$ cat config.mk
export PLATFORM = sky130hd
export DESIGN_NAME = adder_pipe_seg
export DESIGN_NICKNAME = d
export VERILOG_FILES = /design/src/rtl/adder_pipe_seg.sv
export SDC_FILE = /design/constraint.sdc
export NUM_CORES = 1
export LEC_CHECK = 0
export BUFFER_PORTS_ARGS = -buffer_cell sky130_fd_sc_hd__buf_2
export CAP_MARGIN = 10
export CORE_UTILIZATION = 30
export CTS_CLUSTER_DIAMETER = 100
export DETAILED_ROUTE_END_ITERATION = 16
export PLACE_DENSITY = 0.51
export SLEW_MARGIN = 10
export SYNTH_ARGS = -nofsm -noshare
export SYNTH_HDL_FRONTEND = slang
export SYNTH_SLANG_ARGS = --single-unit
export TNS_END_PERCENT = 5
$ cat constraint.sdc
create_clock -name clk -period 4.52 [get_ports clk]
set_clock_uncertainty 0.2 [all_clocks]
set_input_delay 0.452 -clock clk [delete_from_list [all_inputs] [get_ports clk]]
set_output_delay 0.452 -clock clk [all_outputs]
set_load 0.03 [all_outputs]
$ cat src/rtl/adder_pipe_seg.sv
// adder_pipe_seg: pipelined ripple-segment adder. The WIDTH-bit add is split
// into NSEG = WIDTH/SEG stages of SEG bits, with the carry registered between
// stages and a valid/ready handshake that collapses bubbles.
// Optional feature macro: ADDER_PIPE_SUB_EN adds the `sub` input (a - b).
module adder_pipe_seg #(
    parameter int unsigned WIDTH = 32,
    parameter int unsigned SEG   = 8
) (
    input  logic             clk,
    input  logic             rst_n,
    input  logic             in_valid,
    output logic             in_ready,
    input  logic [WIDTH-1:0] a,
    input  logic [WIDTH-1:0] b,
    input  logic             cin,
`ifdef ADDER_PIPE_SUB_EN
    input  logic             sub,
`endif
    output logic             out_valid,
    input  logic             out_ready,
    output logic [WIDTH-1:0] sum,
    output logic             cout
);

    localparam int unsigned NSEG = WIDTH / SEG;

    if ((WIDTH % SEG) != 0) begin : g_bad_cfg
        $error("adder_pipe_seg: WIDTH must be a multiple of SEG");
    end

    // Per-stage state: valid, partial result, carry, skewed operand copies.
    logic [NSEG-1:0]  v_q, v_d;
    logic [NSEG-1:0]  c_q, c_d;
    logic [WIDTH-1:0] s_q [NSEG];
    logic [WIDTH-1:0] s_d [NSEG];
    logic [WIDTH-1:0] a_q [NSEG];
    logic [WIDTH-1:0] a_d [NSEG];
    logic [WIDTH-1:0] b_q [NSEG];
    logic [WIDTH-1:0] b_d [NSEG];

    // Upstream view of each stage: index 0 is the input port, index i is stage i-1.
    logic [NSEG-1:0]  up_v;
    logic [NSEG-1:0]  up_c;
    logic [WIDTH-1:0] up_s [NSEG];
    logic [WIDTH-1:0] up_a [NSEG];
    logic [WIDTH-1:0] up_b [NSEG];

    logic [NSEG:0]    rdy;
    logic [WIDTH-1:0] b_in;
    logic             cin_in;
    logic [SEG:0]     seg_sum;

    // Input conditioning; subtraction is folded into the operand at entry,
    // so the inverted b and forced carry travel down the skew registers.
    always_comb begin
        b_in   = b;
        cin_in = cin;
`ifdef ADDER_PIPE_SUB_EN
        if (sub) begin
            b_in   = ~b;
            cin_in = 1'b1;
        end
`endif
    end

    // Ready chain from the output back to the input: a stage can load when it
    // is empty or when the stage after it can load.
    always_comb begin
        rdy       = '0;
        rdy[NSEG] = out_ready;
        for (int unsigned k = 0; k < NSEG; k++) begin
            rdy[NSEG-1-k] = !v_q[NSEG-1-k] || rdy[NSEG-k];
        end
    end

    // Gather what each stage would load from its upstream neighbour.
    always_comb begin
        up_v    = '0;
        up_c    = '0;
        up_v[0] = in_valid;
        up_c[0] = cin_in;
        up_s[0] = '0;
        up_a[0] = a;
        up_b[0] = b_in;
        for (int unsigned k = 0; k + 1 < NSEG; k++) begin
            up_v[k+1] = v_q[k];
            up_c[k+1] = c_q[k];
            up_s[k+1] = s_q[k];
            up_a[k+1] = a_q[k];
            up_b[k+1] = b_q[k];
        end
    end

    // Next state: each loading stage adds its own segment; data only moves
    // with a valid transaction so idle stages keep their contents.
    always_comb begin
        v_d     = v_q;
        c_d     = c_q;
        s_d     = s_q;
        a_d     = a_q;
        b_d     = b_q;
        seg_sum = '0;
        for (int unsigned i = 0; i < NSEG; i++) begin
            seg_sum = {1'b0, up_a[i][i*SEG +: SEG]}
                    + {1'b0, up_b[i][i*SEG +: SEG]}
                    + (SEG+1)'(up_c[i]);
            if (rdy[i]) begin
                v_d[i] = up_v[i];
                if (up_v[i]) begin
                    s_d[i]               = up_s[i];
                    s_d[i][i*SEG +: SEG] = seg_sum[SEG-1:0];
                    c_d[i]               = seg_sum[SEG];
                    a_d[i]               = up_a[i];
                    b_d[i]               = up_b[i];
                end
            end
        end
    end

    // Stage registers with synchronous active-low reset.
    always_ff @(posedge clk) begin
        if (!rst_n) begin
            v_q <= '0;
            c_q <= '0;
            for (int unsigned k = 0; k < NSEG; k++) begin
                s_q[k] <= '0;
                a_q[k] <= '0;
                b_q[k] <= '0;
            end
        end else begin
            v_q <= v_d;
            c_q <= c_d;
            s_q <= s_d;
            a_q <= a_d;
            b_q <= b_d;
        end
    end

    assign in_ready  = rdy[0];
    assign out_valid = v_q[NSEG-1];
    assign sum       = s_q[NSEG-1];
    assign cout      = c_q[NSEG-1];

endmodule

Word level (Yosys, flattened, before mapping)
Cells that the tools add are included.
{"block": "op_classes", "n_reduce_logical": 12, "addsub": 8}
{"cell": "$add A8 B8 Y9", "count": 4}
{"cell": "$add A9 B1 Y9", "count": 4}
{"cell": "$reduce_and A2 Y1", "count": 4}
{"cell": "$logic_not A1 Y1", "count": 4}
{"cell": "$logic_or A1 B1 Y1", "count": 4}
{"block": "totals", "output_inout_bits": 35, "inputBits": 69, "register_bits": 280}

Depth between registers and ports, before layout
Gate-level depths: netlist of run 1.
{"block": "depth", "word_depth": 6, "mapped_depth": 8, "ltp_nobuf": 8}

Worst setup path after synthesis of run 1
Ideal clock, no wire load.
{"block": "synth_path", "path_type": "input to register", "start": "in a[0]", "end": "reg c_q[0]", "stages": 7, "setup_slack_ns": 1.941, "arrival_time_ns": 2.245, "required_time_ns": 4.187, "setup_time_ns": 0.133, "n_path_buf": 0, "cell_sequence": "fa_1 fa_1 a211o_1 o211ai_2 a21oi_1 a2111oi_0 nor4_1"}
{"block": "synth_between", "elab_chain_len": 2}
{"element": "start: declaration", "line_no": "13", "rtl": "input logic [WIDTH-1:0] a,"}
{"element": "$add A8 B8 Y9", "line_no": "105", "rtl": "+ {1'b0, up_b[i][i*SEG +: SEG]}"}
{"element": "$add A9 B1 Y9", "line_no": "106", "rtl": "+ (SEG+1)'(up_c[i]);"}
{"element": "end signal: assignment", "line_no": "124", "rtl": "c_q <= '0;"}
{"element": "end signal: assignment", "line_no": "132", "rtl": "c_q <= c_d;"}
{"element": "end: declaration", "line_no": "33", "rtl": "logic [NSEG-1:0] c_q, c_d;"}
Every way passes these cells.
A chain may end at the register's enable or synchronous reset.

Worst setup path in the final report of run 1
{"block": "layout_path", "start": "reg c_q[0]", "end": "reg s_q[78] (netlist name)"}
{"block": "layout_between", "elab_chain_len": 1}
{"element": "$add A9 B1 Y9", "line_no": "106"}
{"element": "end signal: indexed assignment", "line_no": "126", "rtl": "s_q[k] <= '0;"}
{"element": "end signal: assignment", "line_no": "133", "rtl": "s_q <= s_d;"}
{"element": "end: declaration", "line_no": "34", "rtl": "logic [WIDTH-1:0] s_q [NSEG];"}
Every way passes these cells.

==> flow_summary_export.csv, run 1 <==
group,metric,value,unit
worst_setup_path,start_kind,"flop",
worst_setup_path,endpoint_kind,"flop",
global_route,grt_max_degree,74,
timing,slew_violations,0,
detailed_routing,drt-initial-drc-count,414,
layout,fillers,2748,
clocking,htree_levels,4,
timing,setup_viol,0,
power_and_ir_drop,power.density,383,nW/µm²
timing,max-slew-margin-rel,19.5,%
worst_setup_path,critical_path.top_delay_family,"adder cells",
power_and_ir_drop,power,3420,µW
clocking,cts_tree,"built",
yosys,synth_area_per_cell,8.10,µm²
detailed_routing,route.antenna.remaining_nets,0,
detailed_routing,via_per_inst,4.63,
timing,fin_crit_sh,54.2,%
layout,num_antenna_cells,0,
yosys,synth.net_count,1075,
place,place_ws,1.66,ns
global_route,antenna_found_initial,0,
global_route,grt_pass1_vias,5741,
clocking,postCtsHoldBufs,0,
yosys,postSynth.asyncResetShare,0,%
floorplan,core_area,25400,µm²
floorplan,die_area,26800,µm²
clocking,cts_buffers,17,
yosys,synthDistinctLibCells,48,
global_route,grt.overflow.total,0,
worst_setup_path,cp.required,4.58,ns
timing,setup_slack,2.07,ns
timing,worst_pin_slew,1.21,ns
yosys,synth_seq_area_share,46.9,%
layout,syn_to_final_growth,13.7,%
job,maxCapViolCount,0,
place,dp_cells,1324,
layout,finalNonFillerCells,1355,
worst_setup_path,cp_data_arrival_time,2.51,ns
power_and_ir_drop,peakVddDrop,181,µV
detailed_routing,drc,0,
layout,layout_common_cells,"315 x nand2_1, 184 x dfxtp_1, 170 x a21oi_1, 103 x buf_2, 28 x ha_1",
clocking,root_buffer,"clkbuf_16",
yosys,syn-cell-area,7860,µm²
timing,fin_hold_ws,0.0555,ns
timing,rsz0062_at_grt,"false",
worst_setup_path,crit_chain,"fa_1, fa_1, a211oi_1, o21bai_1, a21oi_1, o221ai_1",
detailed_routing,wire_per_inst,13.8,µm
worst_setup_path,critPathMostFrequentCell,"fa_1",
yosys,synth_edf_count,0,
yosys,synth_seq_cells,184,
min_path,holdCritPathClass,"in2reg",
layout,final_common_cell,"nand2_1",
floorplan,io_pins,104,
worst_setup_path,worstSetupPathType,"reg2reg",
clocking,post_cts_buffers,0,
worst_setup_path,cpPeakStageDelay,0.48,ns
global_route,grt_usage,14.2,%
detailed_routing,dr.pass1.iters,5,
detailed_routing,routed_wirelength,18600,µm
timing,tns,0,ns
yosys,synth-main-ff-cell,"dfxtp_1",
clocking,clock-sinks,184,
layout,layout-drive-gt1-share,15.1,%
place,place.gp.congestion,0.752,
clocking,cts_resized,0,
worst_setup_path,critical_path_buf_inv_count,0,
timing,post-route-min-period,2.45,ns
outcome,status,"finished clean",
place,io_buffers,103,
floorplan,start_util,30.9,%
yosys,syn_inst,970,
clocking,clock_path_buffers,2,
layout,nets,1118,
floorplan,num_rows,58,
yosys,yosysWarnings,0,
detailed_routing,via_count,6278,
clocking,clkTransAtPathRegs,0.07,ns
place,dp_hpwl,13000,µm
worst_setup_path,cp_slowest_cell,"fa_1",
floorplan,die_y,164,µm
global_route,grt_first_pass_wirelength,30000,µm
floorplan,die_w,164,µm
power_and_ir_drop,p_leak,0.00353,µW
clocking,clk_latency,0.43,ns
worst_setup_path,worstPathMaxFanout,3,
timing,fmaxAchievable,408,MHz
timing,final-hold-violation-count,0,
==> flip-flops by register name, indices dropped and copies added, names as in the netlist <==
name and count:
v_q 4, c_q 4, a_q 48, sum 32
s_q 48, b_q 48
==> worst paths after layout <==
kind / start / endpoint / slack (ns) / cells after the start
setup reg to reg: c_q[0] / s_q[78] / 2.07 / 6
setup / recovery: c_q[0] / s_q[78] / 2.07 / 6
hold / removal: a[24] / a_q[120] / 0.06 / 3
hold reg to reg: sum[22] / sum[22] / 0.25 / 2
==> synthesized netlist by cell type, drive strengths merged (4+ instances only) <==
| cell type | instances | area, µm² |
|---|---|---|
| fa | 8 | 160 |
| or4 | 5 | 37.5 |
| o21ai | 23 | 115 |
| nand4 | 6 | 37.5 |
| mux2i | 6 | 60.1 |
| a211oi | 13 | 103 |
| inv | 8 | 30.0 |
| xnor2 | 8 | 70.1 |
| nor3 | 6 | 30.0 |
| nand2 | 317 | 1190 |
| dfxtp | 184 | 3680 |
| ha | 28 | 350 |
| clkbuf | 28 | 105 |
| a21o | 8 | 60.1 |
| nor2 | 25 | 93.8 |
| or3 | 4 | 25.0 |
| nand3 | 12 | 60.1 |
| nand2b | 5 | 31.3 |
| buf | 65 | 443 |
| a21oi | 170 | 851 |
| a211o | 4 | 35.0 |
| nor4 | 4 | 25.0 |
| o211ai | 7 | 57.6 |
==> logic make-up after synthesis <==
family	Yosys count	share of synthesized area [%]
and+or+nand+nor	395	20.6
AOI/OAI and AO/OA	238	16.8
DFF	184	46.9
buffers and inverters	102	7.41
adders and majority gates	36	6.50
xor gates and xnor gates	9	1.00
muxes	6	0.764
==> worst register-to-register path, cell delays in order (launching register included) <==
cell	delay (ns)
dfxtp_1	0.33
fa_1	0.48
fa_1	0.44
a211oi_1	0.28
o21bai_1	0.11
a21oi_1	0.29
o221ai_1	0.17
==> report_power, final <==
| group | leakage [µW] | switching, µW | internal (µW) |
|---|---|---|---|
| Clock | 0.000278 | 629 | 831 |
| Sequential | 0.00150 | 29.9 | 1670 |
| Combinational | 0.00175 | 165 | 96.4 |
==> cell type report <==
type                            instances  area [µm²]  area share, %
Sequential cell                       184        3680           41.2
Multi-Input combinational cell        684        3610           40.4
Timing Repair Buffer                  117         621           6.94
Clock buffer                           21         450           5.04
Tap cell                              330         413           4.62
Clock inverter                         10         121           1.36
Inverter                                9        36.3          0.406
==> stage by stage <==
| stage | utilization [%] | area, µm² |
|---|---|---|
| global placement | 32.9 | 8360 |
| finish | 35.2 | 8940 |
| global route | 35.2 | 8940 |
| floorplan | - | 7860 |
| detailed placement | 32.9 | 8360 |
| CTS | 35.2 | 8940 |
==> metal layers <==
metal	track usage [%]	routed length, µm	up-vias
met3	2.90	582	11
met4	4.04	153	0
li1	-	-	3308
met1	21.3	10300	2864
met2	20.3	7610	95
met5	0	0	-
Power figures use the tool's default switching activity.
==> run 2, diff against run 1 <==
--- a/config.mk
+++ b/config.mk
@@ -10,7 +10,7 @@
 export CORE_UTILIZATION = 30
 export CTS_CLUSTER_DIAMETER = 100
 export DETAILED_ROUTE_END_ITERATION = 16
-export PLACE_DENSITY = 0.51
+export PLACE_DENSITY = 0.53
 export SLEW_MARGIN = 10
 export SYNTH_ARGS = -nofsm -noshare
 export SYNTH_HDL_FRONTEND = slang
==> constraint.sdc (replaced) <==
create_clock -name clk -period 2.1 [get_ports clk]
set_clock_uncertainty 0.2 [all_clocks]
set_input_delay 0.21 -clock clk [delete_from_list [all_inputs] [get_ports clk]]
set_output_delay 0.21 -clock clk [all_outputs]
set_load 0.03 [all_outputs]
==> flow_summary_export.csv, run 2 (synthesized netlist as in run 1, its figures left out) <==
group,metric,value,unit
min_path,holdCritPathClass,"in2reg",
timing,setup_viol,1,
timing,fin_hold_ws,0.0216,ns
power_and_ir_drop,p_leak,0.00385,µW
timing,max-slew-margin-rel,65.9,%
timing,fin_crit_sh,101,%
detailed_routing,via_count,6588,
clocking,post_cts_buffers,0,
worst_setup_path,worstPathMaxFanout,2,
layout,final_common_cell,"nand2_1",
clocking,clock_path_buffers,2,
place,dp_hpwl,13400,µm
global_route,grt_first_pass_wirelength,31200,µm
job,maxCapViolCount,0,
timing,setup_slack,-0.0179,ns
clocking,htree_levels,4,
worst_setup_path,endpoint_kind,"flop",
worst_setup_path,cp_data_arrival_time,2.24,ns
global_route,grt.overflow.total,0,
timing,rsz0062_at_grt,"true",
power_and_ir_drop,peakVddDrop,519,µV
detailed_routing,route.antenna.remaining_nets,0,
detailed_routing,dr.pass1.iters,5,
global_route,grt_pass1_vias,6223,
global_route,grt_max_degree,60,
layout,layout-drive-gt1-share,18.0,%
place,io_buffers,103,
outcome,violations,"setup timing",
floorplan,core_area,25400,µm²
layout,layout_common_cells,"315 x nand2_1, 182 x dfxtp_1, 166 x a21oi_1, 103 x buf_2, 51 x dlygate4sd3_1",
layout,nets,1189,
detailed_routing,wire_per_inst,13.2,µm
timing,worst_pin_slew,0.510,ns
worst_setup_path,cp.required,2.22,ns
layout,num_antenna_cells,0,
detailed_routing,routed_wirelength,18800,µm
clocking,clock-sinks,184,
clocking,clkTransAtPathRegs,0.07,ns
worst_setup_path,cp_slowest_cell,"fa_2",
floorplan,die_y,164,µm
floorplan,start_util,30.9,%
worst_setup_path,critPathMostFrequentCell,"fa_2",
outcome,status,"finished, violations left",
layout,top_regs,"a_q x48, b_q x48, s_q x48",
clocking,clk_latency,0.42,ns
floorplan,io_pins,104,
place,place.gp.congestion,0.768,
layout,final_core_util,38.3,%
floorplan,die_w,164,µm
floorplan,num_rows,58,
worst_setup_path,start_kind,"flop",
timing,final-hold-violation-count,0,
global_route,antenna_found_initial,0,
floorplan,die_area,26800,µm²
timing,post-route-min-period,2.12,ns
clocking,cts_tree,"built",
place,place_ws,-0.168,ns
clocking,cts_buffers,17,
detailed_routing,via_per_inst,4.62,
timing,slew_violations,0,
detailed_routing,drt-initial-drc-count,359,
timing,fmaxAchievable,472,MHz
worst_setup_path,crit_chain,"fa_2, inv_2, fa_2, nor2b_2, o21ai_2, a21oi_1, or3_1, a41o_1",
layout,syn_to_final_growth,23.7,%
power_and_ir_drop,power.density,761,nW/µm²
global_route,grt_usage,14.6,%
detailed_routing,drc,0,
worst_setup_path,cpPeakStageDelay,0.40,ns
clocking,root_buffer,"clkbuf_16",
worst_setup_path,worstSetupPathType,"reg2reg",
-- run 2: repair_timing --
item	CTS	global route
gates resized for setup	11	7
setup endpoints to repair	9	13
hold endpoints to repair	52	0
pin swaps	3	8
hold buffers	51	0
gates cloned	0	0
-- run 2: cell type report --
type                            instances  area, µm²
Clock buffer                           21        460
Clock inverter                         10       95.1
Fill cell                            2727      15700
Inverter                                9       36.3
Multi-Input combinational cell        684       3670
Sequential cell                       184       3690
Tap cell                              330        413
Timing Repair Buffer                  188       1360
-- run 2: final timing paths --
check	start	endpoint	slack (ns)	cells after the start
worst min register to register	s_q[96]	s_q[64]	0.25	2
worst max-delay path	b_q[56]	sum[30]	-0.02	8
worst max register to register	b_q[56]	sum[30]	-0.02	8
worst min-delay path	b[7]	s_q[103]	0.02	4
-- run 2: stage by stage --
step,instance area [µm²],setup TNS (ns),std cells,power [µW]
floorplan,7880,-0.0460,970,4120
global placement,8610,-0.749,1344,4350
global route,9720,-0.360,1426,7710
detailed placement,8610,-1.04,1344,4360
CTS,9700,-0.0882,1426,7470
finish,9720,-0.0179,1426,7390
-- run 2: report_power, final --
group | total (µW) | leakage (µW) | switching, µW | internal, µW
Combinational | 686 | 0.00208 | 374 | 312
Clock | 3050 | 0.000270 | 1350 | 1700
Sequential | 3660 | 0.00150 | 64.6 | 3600
-- run 2: worst max-delay path, delay by kind of cell (launching register included) --
kind	cells	cell delay, ns
compound gates	3	0.39
fa+ha+maj	2	0.61
buf+inv	1	0.07
flops	1	0.33
simple gates	2	0.42
-- run 2: routing by layer --
metal	share of wire [%]	track usage, %	wire length (µm)
met1	53	21.2	10000
met2	43	21.7	8080
met3	2.5	2.80	464
met4	1.0	4.00	196
met5	0	0	0
==> run 3, diff against run 2 <==
--- a/config.mk
+++ b/config.mk
@@ -10,7 +10,7 @@
 export CORE_UTILIZATION = 30
 export CTS_CLUSTER_DIAMETER = 100
 export DETAILED_ROUTE_END_ITERATION = 16
-export PLACE_DENSITY = 0.53
+export PLACE_DENSITY = 0.51
 export SLEW_MARGIN = 10
 export SYNTH_ARGS = -nofsm -noshare
 export SYNTH_HDL_FRONTEND = slang
==> constraint.sdc (replaced) <==
create_clock -name clk -period 2.3 [get_ports clk]
set_clock_uncertainty 0.2 [all_clocks]
set_input_delay 0.23 -clock clk [delete_from_list [all_inputs] [get_ports clk]]
set_output_delay 0.23 -clock clk [all_outputs]
set_load 0.03 [all_outputs]
==> flow_summary_export.csv, run 3 (synthesized netlist as in run 1, its figures left out) <==
group,metric,value,unit
outcome,status,"finished clean",
global_route,grt_max_degree,53,
place,io_buffers,103,
place,dp_cells,1341,
global_route,grt_first_pass_wirelength,31100,µm
floorplan,io_pins,104,
layout,fillers,2675,
worst_setup_path,timing.rr.end,"c_q[2]",
clocking,clkTransAtPathRegs,0.07,ns
layout,final_common_cell,"nand2_1",
layout,seqCellArea,3680,µm²
worst_setup_path,r2r_cells,7,
worst_setup_path,cp.required,2.39,ns
detailed_routing,dr.pass1.iters,4,
timing,final-hold-violation-count,0,
min_path,hold_end,"s_q[103]",
layout,nets,1185,
min_path,hold_start,"b[7]",
clocking,root_buffer,"clkbuf_16",
clocking,cts_buffers,17,
layout,layout_common_cells,"315 x nand2_1, 184 x dfxtp_1, 168 x a21oi_1, 103 x buf_2, 50 x dlygate4sd3_1",
floorplan,start_util,30.9,%
clocking,cts_tree,"built",
floorplan,num_rows,58,
min_path,holdCritPathClass,"in2reg",
timing,worst_pin_slew,0.573,ns
clocking,post_cts_buffers,0,
power_and_ir_drop,power,6990,µW
worst_setup_path,cp_data_arrival_time,2.29,ns
power_and_ir_drop,power.density,721,nW/µm²
global_route,grt_usage,14.6,%
power_and_ir_drop,power_frac_comb,8.7,%
floorplan,core_area,25400,µm²
detailed_routing,via_count,6489,
min_path,min_path_cells,4,
timing,max-slew-margin-rel,61.8,%
detailed_routing,drc,0,
job,maxCapViolCount,0,
layout,multi_input_area,3640,µm²
timing,fmaxAchievable,455,MHz
clocking,clock-sinks,184,
detailed_routing,routed_wirelength,18800,µm
worst_setup_path,r2r-start,"c_q[1]",
layout,final_core_util,38.2,%
place,place.gp.congestion,0.796,
global_route,grt.overflow.total,0,
power_and_ir_drop,p_leak,0.00385,µW
timing,fin_crit_sh,95.5,%
detailed_routing,drt-initial-drc-count,275,
detailed_routing,route.antenna.remaining_nets,0,
floorplan,die_w,164,µm
layout,syn_to_final_growth,23.3,%
worst_setup_path,worstPathMaxFanout,3,
layout,finalNonFillerCells,1423,
global_route,grt_pass1_vias,6144,
layout,top_regs,"a_q x48, b_q x48, s_q x48",
timing,setup_viol,0,
detailed_routing,via_per_inst,4.56,
clocking,clk_latency,0.43,ns
power_and_ir_drop,p_sw,1670,µW
timing,rsz0062_at_grt,"false",
worst_setup_path,start_kind,"flop",
worst_setup_path,r2r_slack,0.10,ns
worst_setup_path,endpoint_kind,"flop",
timing,slew_violations,0,
place,dp_hpwl,13400,µm
power_and_ir_drop,pwr-share-seq,47.8,%
power_and_ir_drop,p_int,5310,µW
floorplan,die_y,164,µm
clocking,htree_levels,4,
layout,layout-drive-gt1-share,16.7,%
global_route,antenna_found_initial,0,
detailed_routing,wire_per_inst,13.2,µm
power_and_ir_drop,switching_share,24.0,%
floorplan,die_area,26800,µm²
power_and_ir_drop,peakVddDrop,357,µV
worst_setup_path,worstSetupPathType,"reg2reg",
power_and_ir_drop,pwr-share-clk,43.4,%
clocking,clock_path_buffers,2,
timing,post-route-min-period,2.20,ns
layout,num_antenna_cells,0,
run 3: worst max path at each step:
stage / from / endpoint / slack, ns / cells after the start
floorplan: a[0] / c_q[0] / 0.04 / 7
global placement: a[0] / c_q[0] / -0.1 / 8
detailed placement: a[0] / c_q[0] / -0.13 / 8
CTS: c_q[1] / c_q[2] / 0.01 / 7
global route: c_q[1] / s_q[53] / 0.01 / 7
finish: c_q[1] / c_q[2] / 0.10 / 7
run 3: layout make-up:
type / instances / area share [%]
clock buffers: 19 / 4.57
clock inverters: 13 / 1.73
inverters: 9 / 0.374
multi-input cells: 684 / 37.5
flip-flops and latches: 184 / 38.0
well taps: 330 / 4.26
repair buffers: 184 / 13.5
run 3: critical path, stage by stage (launching register included):
cell	delay, ns
dfxtp_1	0.33
fa_1	0.47
fa_2	0.39
a211oi_1	0.22
o21ai_1	0.12
o2111ai_1	0.12
a21o_1	0.16
a21oi_1	0.06
run 3: power by group through the flow:
stage	logic, µW	clock network [µW]	registers (µW)
4_1_cts	617	3100	3340
6_report	611	3030	3340
2_1_floorplan	359	0	3400
5_1_grt	688	3240	3350
3_3_place_gp	550	0	3410
3_5_place_dp	550	0	3420
run 3: per-layer routing:
metal	share of wire [%]	vias up	routed length (µm)	track usage, %
li1	-	3447	-	-
met1	55	2921	10200	21.2
met2	41	108	7750	21.7
met3	3.2	13	591	3.08
met4	0.99	0	186	4.17
met5	0	-	0	0
run 3: timing repair:
action / 4_1_cts / 5_1_grt
setup endpoints to repair: 1 / 8
pin swaps: 0 / 1
gates resized for setup: 1 / 8
hold buffers: 50 / 0
hold endpoints to repair: 50 / 0
run 3: metrics by stage:
step | setup TNS [ns] | area (µm²) | hold WS [ns] | setup slack, ns
4_1_cts | 0 | 9670 | 0.0321 | 0.0125
3_3_place_gp | -0.0979 | 8560 | 0.239 | -0.0979
6_report | 0 | 9690 | 0.0409 | 0.103
2_1_floorplan | 0 | 7860 | 0.147 | 0.0355
3_5_place_dp | -0.133 | 8560 | 0.244 | -0.133
5_1_grt | 0 | 9690 | 0.0696 | 0.0118
